==> src/rtl/arbiter_rr_n.sv <==
// Registered N-way arbiter with run-time fixed/round-robin policy and a
// bounded grant tenure. Outputs are pure flops; req never reaches them combinationally.

module arbiter_rr_n_lane #(
  parameter int IDW = 2,
  parameter int IDX = 0
) (
  input  logic           req_bit,
  input  logic [IDW-1:0] ptr,
  output logic           hi
);
  // Lane sits at or above the round-robin start point.
  assign hi = req_bit && (ptr <= IDW'(IDX));
endmodule

module arbiter_rr_n #(
  parameter int N        = 4,
  parameter int MAX_HOLD = 4,
  parameter int IDW      = $clog2(N)
) (
  input  logic           clk,
  input  logic           rst_n,
  input  logic           mode,
  input  logic [N-1:0]   req,
  output logic [N-1:0]   gnt,
  output logic           gnt_valid,
  output logic [IDW-1:0] gnt_id
);
  localparam int HW = (MAX_HOLD < 1) ? 1 : $clog2(MAX_HOLD + 1);
  localparam logic [HW-1:0] HOLD_LAST = HW'((MAX_HOLD > 0) ? MAX_HOLD - 1 : 0);
  localparam logic [N-1:0]  ONE = N'(1);

  logic [IDW-1:0] ptr;
  logic [HW-1:0]  hold_cnt;
  logic [N-1:0]   req_hi;
  logic [IDW-1:0] w_lo, w_hi, win, ptr_nxt;
  logic           found, found_hi, keep;

  for (genvar i = 0; i < N; i++) begin : g_lane
    arbiter_rr_n_lane #(.IDW(IDW), .IDX(i)) u_lane (
      .req_bit(req[i]),
      .ptr    (ptr),
      .hi     (req_hi[i])
    );
  end

  // Lowest set index of the full vector and of the ptr-masked vector;
  // the masked one wins in round-robin, wrapping to the full one if empty.
  always_comb begin
    w_lo = '0;
    w_hi = '0;
    for (int i = N - 1; i >= 0; i--) begin
      if (req[i])    w_lo = IDW'(i);
      if (req_hi[i]) w_hi = IDW'(i);
    end
    found    = |req;
    found_hi = |req_hi;
    win      = (mode && found_hi) ? w_hi : w_lo;
    ptr_nxt  = (win == IDW'(N - 1)) ? '0 : win + IDW'(1);
    keep     = gnt_valid && req[gnt_id] && ((MAX_HOLD == 0) || (hold_cnt != HOLD_LAST));
  end

  always_ff @(posedge clk or negedge rst_n) begin
    if (!rst_n) begin
      gnt       <= '0;
      gnt_valid <= 1'b0;
      gnt_id    <= '0;
      ptr       <= '0;
      hold_cnt  <= '0;
    end else if (keep) begin
      hold_cnt  <= hold_cnt + HW'(1);
    end else begin
      gnt       <= found ? (ONE << win) : '0;
      gnt_valid <= found;
      gnt_id    <= found ? win : '0;
      hold_cnt  <= '0;
      if (found) ptr <= ptr_nxt;
    end
  end
endmodule
==> config.mk <==
export PLATFORM = sky130hd
export DESIGN_NAME = arbiter_rr_n
export DESIGN_NICKNAME = d
export VERILOG_FILES = /design/src/rtl/arbiter_rr_n.sv
export SDC_FILE = /design/constraint.sdc
export NUM_CORES = 1
export LEC_CHECK = 0
export ABC_AREA = 0
export BUFFER_PORTS_ARGS = -buffer_cell sky130_fd_sc_hd__buf_2
export CORE_AREA = 4 4 41 43
export DETAILED_ROUTE_END_ITERATION = 8
export DIE_AREA = 0 0 45 47
export GPL_ROUTABILITY_DRIVEN = 0
export GPL_TIMING_DRIVEN = 0
export PLACE_DENSITY = 0.81
export REMOVE_ABC_BUFFERS = 1
export SLEW_MARGIN = 20
export SYNTH_ARGS = -nofsm -noshare
export SYNTH_HDL_FRONTEND = slang
export SYNTH_HIERARCHICAL = 1
export SYNTH_SLANG_ARGS = --single-unit
==> constraint.sdc <==
create_clock -name clk -period 3.2 [get_ports clk]
set_input_delay 0 -clock clk [delete_from_list [all_inputs] [get_ports clk]]
set_output_delay 0 -clock clk [all_outputs]
set_load 0.02 [all_outputs]
==> summary.md, run 1 <==
| Metric | Value |
|---|---|
| Worst Path Required | `3.35 ns` |
| Vias per std cell | `5.36` |
| Post-synthesis mux area share | `8.14%` |
| Total negative slack | `0 ns` |
| Maxcap violations | `0` |
| Initial detailed-routing violation count | `3` |
| Final setup vio count | `0` |
| Vias in the first global route | `479` |
| Hold Vio Cnt, Final | `0` |
| Initial core utilization | `53.2%` |
| Hold Crit Start | `req[2]` |
| Synth top area share | `43.4%` |
| Area leader, netlist | `dfrtp_1` |
| R2r endpoint | `ptr[1]$_DFFE_PN0P_` |
| Post-layout minimum cycle time | `1.93 ns` |
| Outcome | `finished clean` |
| DR WL/cell | `12.8 um` |
| Clk sinks | `12` |
| Slew Limit Headroom | `76.3%` |
| I/O Buffers | `13` |
| Mapped cell area | `692 um2` |
| CP Cell Sequence | `ha_1 > ha_1 > nor3b_1 > a22o_1 > a21oi_4 > mux2_4` |
| Period Utilization, post-route | `60.4%` |
| #FFs+latches synth | `12` |
| Cell count after synthesis | `60` |
| Fraction of layout cells with a size suffix above 1 | `32.0%` |
| RSZ-0062 raised after global routing | `false` |
| Yosys cell types | `23` |
| Antenna violations before repair | `0` |
| Synth Area per Inst | `11.5 um2` |
| Total die area | `2120 um2` |
| Slowest Stage Delay on Critical Path | `0.40 ns` |
| Synth top area cells | `dfrtp_1, ha_1, mux2_4, a22o_1, o21ai_0` |
| Die Height | `47 um` |
| Ant. Diodes | `0` |
| WS Path Type | `reg -> reg` |
| CTS HTree Levels | `1` |
| Synth cell count leaders | `dfrtp_1, ha_1, a22o_1, o21ai_0` |
| CTS Root Cell | `clkbuf_4` |
| P&R area growth vs syn | `14.1%` |
| Hold Path End | `gnt_valid$_DFFE_PN0N_` |
| Adder-Cell Fraction of Synth Area | `10.8%` |
| Setup crit start kind | `register` |
| Skew final | `0.00184 ns` |
| Worst hold path type | `in -> reg` |
| DP HPWL | `938 um` |
| # nets final | `90` |
| Complex-gate fraction of the synthesized area | `17.9%` |
| First-pass GRT wire length | `2060 um` |
| CTS tree | `done` |
| Slew Limit Fails | `0` |
| Slew @ Worst Pin | `0.356 ns` |
| Synth Area in XOR/XNOR | `0%` |
| Largest net degree at the start of global routing | `13` |
| CTS clk-pin slew, worst paths | `0.07 ns` |
| Total gr overflow | `0` |
| # DRC | `0` |
| YS warnings | `6` |
| Worst vdd ir | `0.000442 V` |
| Post-synthesis simple-gate area fraction | `14.8%` |
| All-Layer GR Usage | `13.7%` |
| Drt total wl | `1150 um` |
| Async SR Flop Fraction | `100%` |
| Via count | `482` |
| Top Ports | `14` |
| Longest Clk Path Bufs | `2` |
| R2R cell count | `6` |
| Clk Latency, worst-skew pair | `0.26 ns` |
| TritonRoute pass-1 iters | `4` |
| Top-count cell post-synth | `dfrtp_1` |
| Top FF cell, synth | `dfrtp_1` |
| Post-route ant nets | `0` |
| Reg2reg setup slack | `1.27 ns` |
| Number of CTS-inserted buffers | `3` |
| Post-synth EDFFs | `0` |
| Post-CTS Resized | `0` |
| Utilization after layout | `60.7%` |
| Fmax | `518 MHz` |
| CP Max Fanout | `10` |
| Hold depth | `3` |
| Die X | `45 um` |
| R2r startpoint | `hold_cnt[0]$_DFF_PN0_` |
| Pwr dens | `823 nW/um2` |
| Main combinational cell family by area after synthesis | `compound AO/OA/AOI/OAI gates` |
| Std cell rows | `13` |
| Leak | `0.000399 uW` |
| Core area | `1300 um2` |
| Seq/Total Area, Yosys | `43.4%` |
| Critical path's most frequent cell | `ha_1` |
| Crit end category | `register` |
| Slowest CP cell | `dfrtp_1` |
| CP Data Arrival Time | `2.08 ns` |
-- area by class of cell --
class,instances,area [um2]
sequential,12,300
clock buffer,3,22.5
multi-input combinational,42,358
timing repair buffer,14,75.1
tap,15,18.8
inverter,4,15.0
fill,115,512
-- cell families after synthesis --
logic type / Yosys count
compound gates: 16
fa+ha+maj: 6
buf+inv: 6
flops: 12
mux: 4
simple gates: 16
-- worst max path at each step --
stage                                     start            endpoint  slack (ns)  cells after the start
after global routing      hold_cnt[0]$_DFF_PN0_  ptr[1]$_DFFE_PN0P_        1.12                      6
after CTS                 hold_cnt[0]$_DFF_PN0_  ptr[1]$_DFFE_PN0P_        1.24                      6
after global placement    hold_cnt[0]$_DFF_PN0_  ptr[0]$_DFFE_PN0P_        1.30                      6
final                     hold_cnt[0]$_DFF_PN0_  ptr[1]$_DFFE_PN0P_        1.27                      6
after floorplan           gnt_id[0]$_DFFE_PN0N_  ptr[0]$_DFFE_PN0P_        1.44                      4
after detailed placement  hold_cnt[0]$_DFF_PN0_  ptr[1]$_DFFE_PN0P_        1.26                      6
-- layout by cell type (no fill, tap or decap), drive strengths merged --
cell         count
o21a             2
nand2            4
mux2             4
inv              4
and2             1
a21oi            2
and3b            1
clkbuf           3
o21ai            5
ha               6
buf             13
dfrtp           12
a22o             5
dlygate4sd3      1
nor3b            2
o31ai            1
nor2             2
a21boi           1
nand2b           2
nor2b            4
-- power by group --
group | internal [uW] | switching [uW]
Combinational | 146 | 162
Sequential | 211 | 46.2
Clock | 43.4 | 42.1
-- flip-flops by register name, summed over array words and instances (netlist names) --
name and cells:
gnt 4, gnt_id 2, gnt_valid 1, hold_cnt 3
ptr 2
-- routing by layer --
metal  global-route usage (%)  wire, um  part of all wire [%]
met5                        0         0                     0
met3                     6.13        46                   4.0
met1                     16.0       491                    43
met4                     3.51         9                  0.78
met2                     23.2       602                    52
-- worst max-delay path, delay by kind of cell, from the launching register on --
kind / cells / cell delay [ns]
adder cells (fa/ha/maj): 2 / 0.40
multiplexers: 1 / 0.31
AO/OA/AOI/OAI: 2 / 0.49
AND/OR/NAND/NOR: 1 / 0.23
flip-flops: 1 / 0.40
-- stage by stage --
| stage | total power [uW] | area, um2 | setup slack [ns] | instances | hold slack [ns] |
|---|---|---|---|---|---|
| after floorplan | 484 | 673 | 1.44 | 58 | -0.296 |
| after global placement | 560 | 757 | 1.30 | 86 | -0.119 |
| after detailed placement | 574 | 757 | 1.26 | 86 | -0.113 |
| after CTS | 664 | 790 | 1.24 | 90 | 0.0627 |
| after global routing | 709 | 790 | 1.12 | 90 | 0.0929 |
| final | 650 | 790 | 1.27 | 90 | 0.0706 |
-- what timing repair did --
action	in CTS	in global routing
hold buffers	1	0
buffers inserted	0	0
hold endpoints to repair	12	0
Power figures use the tool's default switching activity.
==> inputs of run 2 (changes only) <==
- CORE_AREA: 4 4 41 43 -> unset
- CORE_MARGIN: unset -> 4
- CORE_UTILIZATION: unset -> 51
- DIE_AREA: 0 0 45 47 -> unset
- PLACE_DENSITY: 0.81 -> 0.8
- clock period: 3.2 -> 2 ns (I/O delays scaled with it)
==> run 2 against run 1 <==
Effect of this change:
- final cell count increased by 2.2%
- count of clock-buffer cells in the layout up 1
- wire length grew 2.0%
- die area fell by 5.0%
- setup slack lost 1.2 ns
- global-route usage grew 0.15 points
- sequential share of layout area shrank 1.1 points
- flip-flop and latch count unchanged
- first-iteration DRC count grew to 3.0 times the previous value
- total power up 73%
- non-clock buffer count increased by 1
- cell area grew 2.9%
==> summary.md, run 2 (synthesis gave the netlist of run 1 again) <==
| Metric | Value |
|---|---|
| Leak | `0.000411 uW (+3.1%)` |
| P&R area growth vs syn | `17.4%` |
| Slew Limit Headroom | `80.7% (+4.4 points)` |
| Fraction of layout cells with a size suffix above 1 | `35.1% (+3.1 points)` |
| Ant. Diodes | `0 (unchanged)` |
| Outcome | `finished clean` |
| WS Path Type | `reg -> reg` |
| Post-layout minimum cycle time | `1.90 ns (-0.0344 ns)` |
| Most common cell after layout, fill and taps aside | `buf_2` |
| Clk sinks | `12 (unchanged)` |
| Fmax | `527 MHz (+1.8%)` |
| Most flops, register | `gnt` |
| Most frequent cells in the layout | `buf_2, dfrtp_1, ha_1` |
| Top Ports | `14 (unchanged)` |
| Total die area | `2010 um2 (-5.0%)` |
| Layout fillers | `96 (-17%)` |
| Via count | `493 (+2.3%)` |
| Initial core utilization | `53.8% (+0.67 points)` |
| # DRC | `0 (unchanged)` |
| Die X | `44.8 um (-0.37%)` |
| Largest net degree at the start of global routing | `13 (unchanged)` |
| Worst hold path type | `in -> reg` |
| Dpl ws | `0.0517 ns (-1.21 ns)` |
| Tightest hold margin | `0.0323 ns (-0.0383 ns)` |
| Initial detailed-routing violation count | `9 (+6)` |
| Die Height | `44.8 um (-4.6%)` |
| Setup crit start kind | `register` |
| Worst Path Required | `2.16 ns (-1.19 ns)` |
| Vias in the first global route | `464 (-3.1%)` |
| Longest Clk Path Bufs | `2 (unchanged)` |
| Maxcap violations | `0 (unchanged)` |
| First-pass GRT wire length | `2000 um (-2.7%)` |
| Max reg flops | `4 (unchanged)` |
| RSZ-0062 raised after global routing | `false` |
| Slew @ Worst Pin | `0.288 ns (-0.0675 ns)` |
| Worst vdd ir | `0.000714 V (+62%)` |
| All-Layer GR Usage | `13.9% (+0.15 points)` |
| DR WL/cell | `12.8 um (-0.22%)` |
| # nets final | `91 (+1.1%)` |
| Utilization after layout | `63.2% (+2.5 points)` |
| CP Data Arrival Time | `2.06 ns (-0.02 ns)` |
| TritonRoute pass-1 iters | `4 (unchanged)` |
| I/O Buffers | `13 (unchanged)` |
| CTS HTree Levels | `1 (unchanged)` |
| Post-route ant nets | `0 (unchanged)` |
| Std cell rows | `13 (unchanged)` |
| Vias per std cell | `5.36 (about the same)` |
| Worst setup margin | `0.103 ns (-1.17 ns)` |
| Hold Vio Cnt, Final | `0 (unchanged)` |
| Register area | `300 um2 (unchanged)` |
| Slew Limit Fails | `0 (unchanged)` |
| Core area | `1280 um2 (-1.3%)` |
| Antenna violations before repair | `0 (unchanged)` |
| Skew final | `0.000231 ns (-0.00161 ns)` |
| Drt total wl | `1170 um (+2.0%)` |
| CTS tree | `done` |
| Footprint of the multi-input gates | `359 um2 (+0.35%)` |
| CTS clk-pin slew, worst paths | `0.08 ns (about the same)` |
| CP Max Fanout | `10 (unchanged)` |
| Pwr dens | `1380 nW/um2 (+68%)` |
| CTS Root Cell | `clkbuf_4` |
| Largest regs | `gnt: 4 flops, hold_cnt: 3 flops` |
| Number of CTS-inserted buffers | `3 (unchanged)` |
| Crit end category | `register` |
| Final setup vio count | `0 (unchanged)` |
| Total negative slack | `0 ns (unchanged)` |
| Reg2reg setup slack | `0.10 ns (-1.17 ns)` |
| Period Utilization, post-route | `94.9% (+35 points)` |
| Total gr overflow | `0 (unchanged)` |
| Clk Latency, worst-skew pair | `0.27 ns (about the same)` |
| DP HPWL | `902 um (-3.9%)` |
run 2: cell types whose count changed in the layout (fill, tap and decap cells not counted), sizes merged:
| cell | before | now |
|---|---|---|
| buf | 13 | 14 |
| clkbuf | 3 | 4 |
run 2: layout make-up:
| type | instances | share of cell area, % |
|---|---|---|
| clock buffers | 4 | 4.47 |
| inverters | 4 | 1.85 |
| multi-input cells | 42 | 44.2 |
| flip-flops and latches | 12 | 37.0 |
| well taps | 15 | 2.31 |
| repair buffers | 15 | 10.2 |
run 2: repair_timing:
| item | in CTS | in global routing |
|---|---|---|
| setup endpoints to repair | 0 | 2 |
| resized for setup | 0 | 1 |
| endpoints found under the hold margin | 12 | 0 |
| setup buffers | 0 | 1 |
| hold buffers | 1 | 0 |
run 2: final timing paths:
check	start	endpoint	cells after the start
max reg2reg	hold_cnt[0]$_DFF_PN0_	ptr[1]$_DFFE_PN0P_	6
min in group asynchronous	rst_n	gnt_valid$_DFFE_PN0N_	2
min	req[2]	gnt_valid$_DFFE_PN0N_	3
max in group asynchronous	rst_n	ptr[0]$_DFFE_PN0P_	2
max	hold_cnt[0]$_DFF_PN0_	ptr[1]$_DFFE_PN0P_	6
min reg2reg	hold_cnt[0]$_DFF_PN0_	hold_cnt[0]$_DFF_PN0_	1
run 2: metrics by stage:
step / instance area, um2 / power (uW) / instances
after global routing: 812 / 1200 / 92
final: 812 / 1120 / 92
after detailed placement: 757 / 916 / 86
after CTS: 803 / 1120 / 91
after floorplan: 673 / 775 / 58
after global placement: 757 / 897 / 86
run 2: routing by layer:
| metal | GRT usage, % | share of wire (%) | vias to the layer above |
|---|---|---|---|
| met5 | 0 | 0 | - |
| met4 | 3.51 | 0.51 | 0 |
| met3 | 6.37 | 6.5 | 2 |
| met2 | 20.9 | 49 | 14 |
| met1 | 18.2 | 44 | 233 |
| li1 | - | - | 244 |
run 2: where the power goes:
group / total, uW / leakage (uW) / switching (uW) / internal, uW
Combinational: 511 / 0.000241 / 263 / 249
Sequential: 416 / 0.000149 / 79.2 / 337
Clock: 195 / 0.0000210 / 83.7 / 111
Total: 1120 / 0.000411 / 426 / 696
run 2: critical path: stages, from the launching register on:
cell and delay (ns):
dfrtp_1 0.36, ha_1 0.16, ha_1 0.17, and3b_1 0.20, a22o_2 0.35, a21oi_4 0.23
mux2_4 0.33
==> inputs of run 3 (changes only) <==
- ABC_AREA: 0 -> 1
- CORE_UTILIZATION: 51 -> 52
==> run 3 against run 2 <==
Effect of this change:
- via count up 31%
- flip-flop and latch count unchanged
- global-route usage is 2.6 points higher
- critical endpoint unchanged
- fmax is 13% higher
- largest power group unchanged
==> summary.md, run 3 <==
| Metric | Value |
|---|---|
| CTS tree | `done` |
| Outcome | `finished clean` |
| RSZ-0062 raised after global routing | `false` |
| Number of CTS-inserted buffers | `3 (unchanged)` |
| Area leader, netlist | `dfrtp_1` |
| Vias in the first global route | `639 (+38%)` |
| #FFs+latches synth | `12 (unchanged)` |
| Yosys cell types | `18 (-22%)` |
| Net Sw Power | `543 uW (+28%)` |
| CTS HTree Levels | `1 (unchanged)` |
| Slew Limit Headroom | `77.1% (-3.6 points)` |
| Slowest Stage Delay on Critical Path | `0.41 ns (+0.05 ns)` |
| Top-count cell post-synth | `nand2_1` |
| CP Max Fanout | `4 (-6)` |
| Comb pwr share | `49.0% (+3.4 points)` |
| PnR Total Power | `1200 uW (+7.0%)` |
| Die X | `46.1 um (+2.9%)` |
| CTS clk-pin slew, worst paths | `0.07 ns (about the same)` |
| Total die area | `2130 um2 (+5.8%)` |
| Pwr dens | `1370 nW/um2 (-1.0%)` |
| Seq/Total Area, Yosys | `39.7% (-3.7 points)` |
| Ant. Diodes | `0 (unchanged)` |
| Crit path max-delay family | `simple AND/OR/NAND/NOR gates` |
| Worst Path Required | `2.17 ns (about the same)` |
| Tightest hold margin | `0.0798 ns (+0.0475 ns)` |
| Final setup vio count | `0 (unchanged)` |
| Most common cell after layout, fill and taps aside | `nand2_1` |
| Utilization after layout | `65.9% (+2.7 points)` |
| Core area | `1330 um2 (+3.8%)` |
| Seq pwr share | `35.2% (-1.9 points)` |
| Slowest CP cell | `dfrtp_1` |
| Placed inst area | `832 um2 (+9.9%)` |
| Most flops, register | `gnt` |
| Maxcap violations | `0 (unchanged)` |
| Hold Vio Cnt, Final | `0 (unchanged)` |
| Final instance area | `878 um2 (+8.2%)` |
| Clk Latency, worst-skew pair | `0.27 ns (about the same)` |
| Slew Limit Fails | `0 (unchanged)` |
| Post-route ant nets | `0 (unchanged)` |
| Worst hold path type | `in -> reg` |
| Total gr overflow | `0 (unchanged)` |
| Period Utilization, post-route | `84.1% (-11 points)` |
| Sw Ratio | `45.2% (+7.3 points)` |
| Post-CTS Setup Repair Bufs | `0 (unchanged)` |
| Top Ports | `14 (unchanged)` |
| Longest Clk Path Bufs | `2 (unchanged)` |
| CTS Root Cell | `clkbuf_4` |
| Top FF cell, synth | `dfrtp_1` |
| P&R area growth vs syn | `16.2%` |
| Largest regs | `gnt: 4 flops, hold_cnt: 3 flops` |
| YS warnings | `6 (unchanged)` |
| Leak | `0.000500 uW (+22%)` |
| CP Buf/Inv Count | `1 (+1)` |
| Mapped cell area | `756 um2 (+9.2%)` |
| Max reg flops | `4 (unchanged)` |
| Pint | `658 uW (-5.5%)` |
| CP Data Arrival Time | `1.85 ns (-0.21 ns)` |
| # DRC | `0 (unchanged)` |
| Cell count after synthesis | `94 (+57%)` |
| Async SR Flop Fraction | `100% (unchanged)` |
| Initial core utilization | `56.7% (+2.8 points)` |
| Total negative slack | `0 ns (unchanged)` |
| Synth top area cells | `dfrtp_1, nand2_1, ha_1, nand3_4, inv_1` |
| Clk pwr share | `15.9% (-1.4 points)` |
| Synth top area share | `39.7% (-3.7 points)` |
| I/O Buffers | `13 (unchanged)` |
| Skew final | `0.00122 ns (+0.000985 ns)` |
| CP Cell Sequence | `inv_1 > nand2_1 > nor2_2 > nor2_1 > nand2_1 > nand2_1 > o21ai_0 > ha_1 > nand2_1 > nand2_1` |
| TritonRoute pass-1 iters | `4 (unchanged)` |
| Reg2reg setup slack | `0.32 ns (+0.22 ns)` |
| Largest net degree at the start of global routing | `13 (unchanged)` |
| Post-layout minimum cycle time | `1.68 ns (-0.216 ns)` |
| Crit end category | `register` |
| DP HPWL | `1130 um (+25%)` |
| Synth cell count leaders | `nand2_1, inv_1, dfrtp_1` |
| DR WL/cell | `10.9 um (-14%)` |
| Initial detailed-routing violation count | `16 (+7)` |
| # nets final | `125 (+37%)` |
| Vias per std cell | `5.12 (-4.5%)` |
| Fmax | `595 MHz (+13%)` |
| First-pass GRT wire length | `2500 um (+25%)` |
| Worst vdd ir | `0.000621 V (-13%)` |
| Std cell rows | `13 (unchanged)` |
| Synth Area per Inst | `8.04 um2 (-30%)` |
| Antenna violations before repair | `0 (unchanged)` |
| Post-CTS Resized | `0 (unchanged)` |
| Critical path's most frequent cell | `nand2_1` |
| Drt total wl | `1380 um (+17%)` |
| Post-synth EDFFs | `0 (unchanged)` |
| All-Layer GR Usage | `16.5% (+2.6 points)` |
| Fraction of layout cells with a size suffix above 1 | `25.2% (-9.8 points)` |
| WS Path Type | `reg -> reg` |
| Setup crit start kind | `register` |
| Via count | `645 (+31%)` |
| Slew @ Worst Pin | `0.339 ns (+0.0510 ns)` |
| Clk sinks | `12 (unchanged)` |
| Most frequent cells in the layout | `nand2_1, inv_1, buf_2` |
| Die Height | `46.1 um (+2.9%)` |
==> run 3: what timing repair did <==
item                       4_1_cts  5_1_grt
hold buffers                     1        0
setup endpoints to repair        0        0
hold endpoints to repair        12        0
==> run 3: final timing paths <==
kind                                             from                    end  depth (start not counted)
worst max-delay path               ptr[0]$_DFFE_PN0P_     ptr[1]$_DFFE_PN0P_                         10
worst min-delay path                           req[2]  gnt_valid$_DFFE_PN0N_                          3
worst max register to register     ptr[0]$_DFFE_PN0P_     ptr[1]$_DFFE_PN0P_                         10
worst min register to register  hold_cnt[0]$_DFF_PN0_  hold_cnt[0]$_DFF_PN0_                          1
max in group asynchronous                       rst_n  hold_cnt[0]$_DFF_PN0_                          2
min in group asynchronous                       rst_n  gnt_id[1]$_DFFE_PN0N_                          2
==> run 3: worst reg2reg max path, stage by stage (launching register included) <==
cell,delay [ns]
dfrtp_1,0.41
inv_1,0.06
nand2_1,0.05
nor2_2,0.11
nor2_1,0.05
nand2_1,0.07
nand2_1,0.10
o21ai_0,0.33
ha_1,0.29
nand2_1,0.07
nand2_1,0.04
==> run 3: kinds of logic (layout without fill, tap and decap cells) <==
kind of cell	after synthesis	after routing	synth area share, %
adder cells (fa/ha/maj)	6	6	9.93
flip-flops	12	12	39.7
AND/OR/NAND/NOR	51	51	35.1
buffers and inverters	16	33	8.78
AO/OA/AOI/OAI	9	9	6.46
==> run 3: area by class of cell <==
| cell class | count | area (um2) |
|---|---|---|
| inverters | 15 | 58.8 |
| well taps | 15 | 18.8 |
| repair buffers | 14 | 75.1 |
| fillers | 128 | 455 |
| flip-flops and latches | 12 | 300 |
| multi-input cells | 66 | 389 |
| clock buffers | 4 | 36.3 |
==> run 3: routing by layer <==
metal | up-vias | track usage (%) | routed length (um)
met1 | 299 | 19.2 | 614
met4 | 0 | 1.70 | 6
li1 | 332 | - | -
met2 | 12 | 28.8 | 696
met5 | - | 0 | 0
met3 | 2 | 7.03 | 59
==> run 3: power by group through the flow <==
stage | clock network (uW) | registers (uW) | logic, uW
2_1_floorplan | 0 | 488 | 376
3_3_place_gp | 0 | 422 | 572
4_1_cts | 198 | 425 | 598
3_5_place_dp | 0 | 429 | 594
6_report | 191 | 422 | 588
5_1_grt | 211 | 440 | 687
==> run 3: metrics by stage <==
| stage | setup WS [ns] | instances |
|---|---|---|
| 6_report | 0.319 | 126 |
| 3_5_place_dp | 0.314 | 121 |
| 3_3_place_gp | 0.335 | 121 |
| 5_1_grt | 0.104 | 126 |
| 4_1_cts | 0.296 | 126 |
| 2_1_floorplan | 0.470 | 93 |
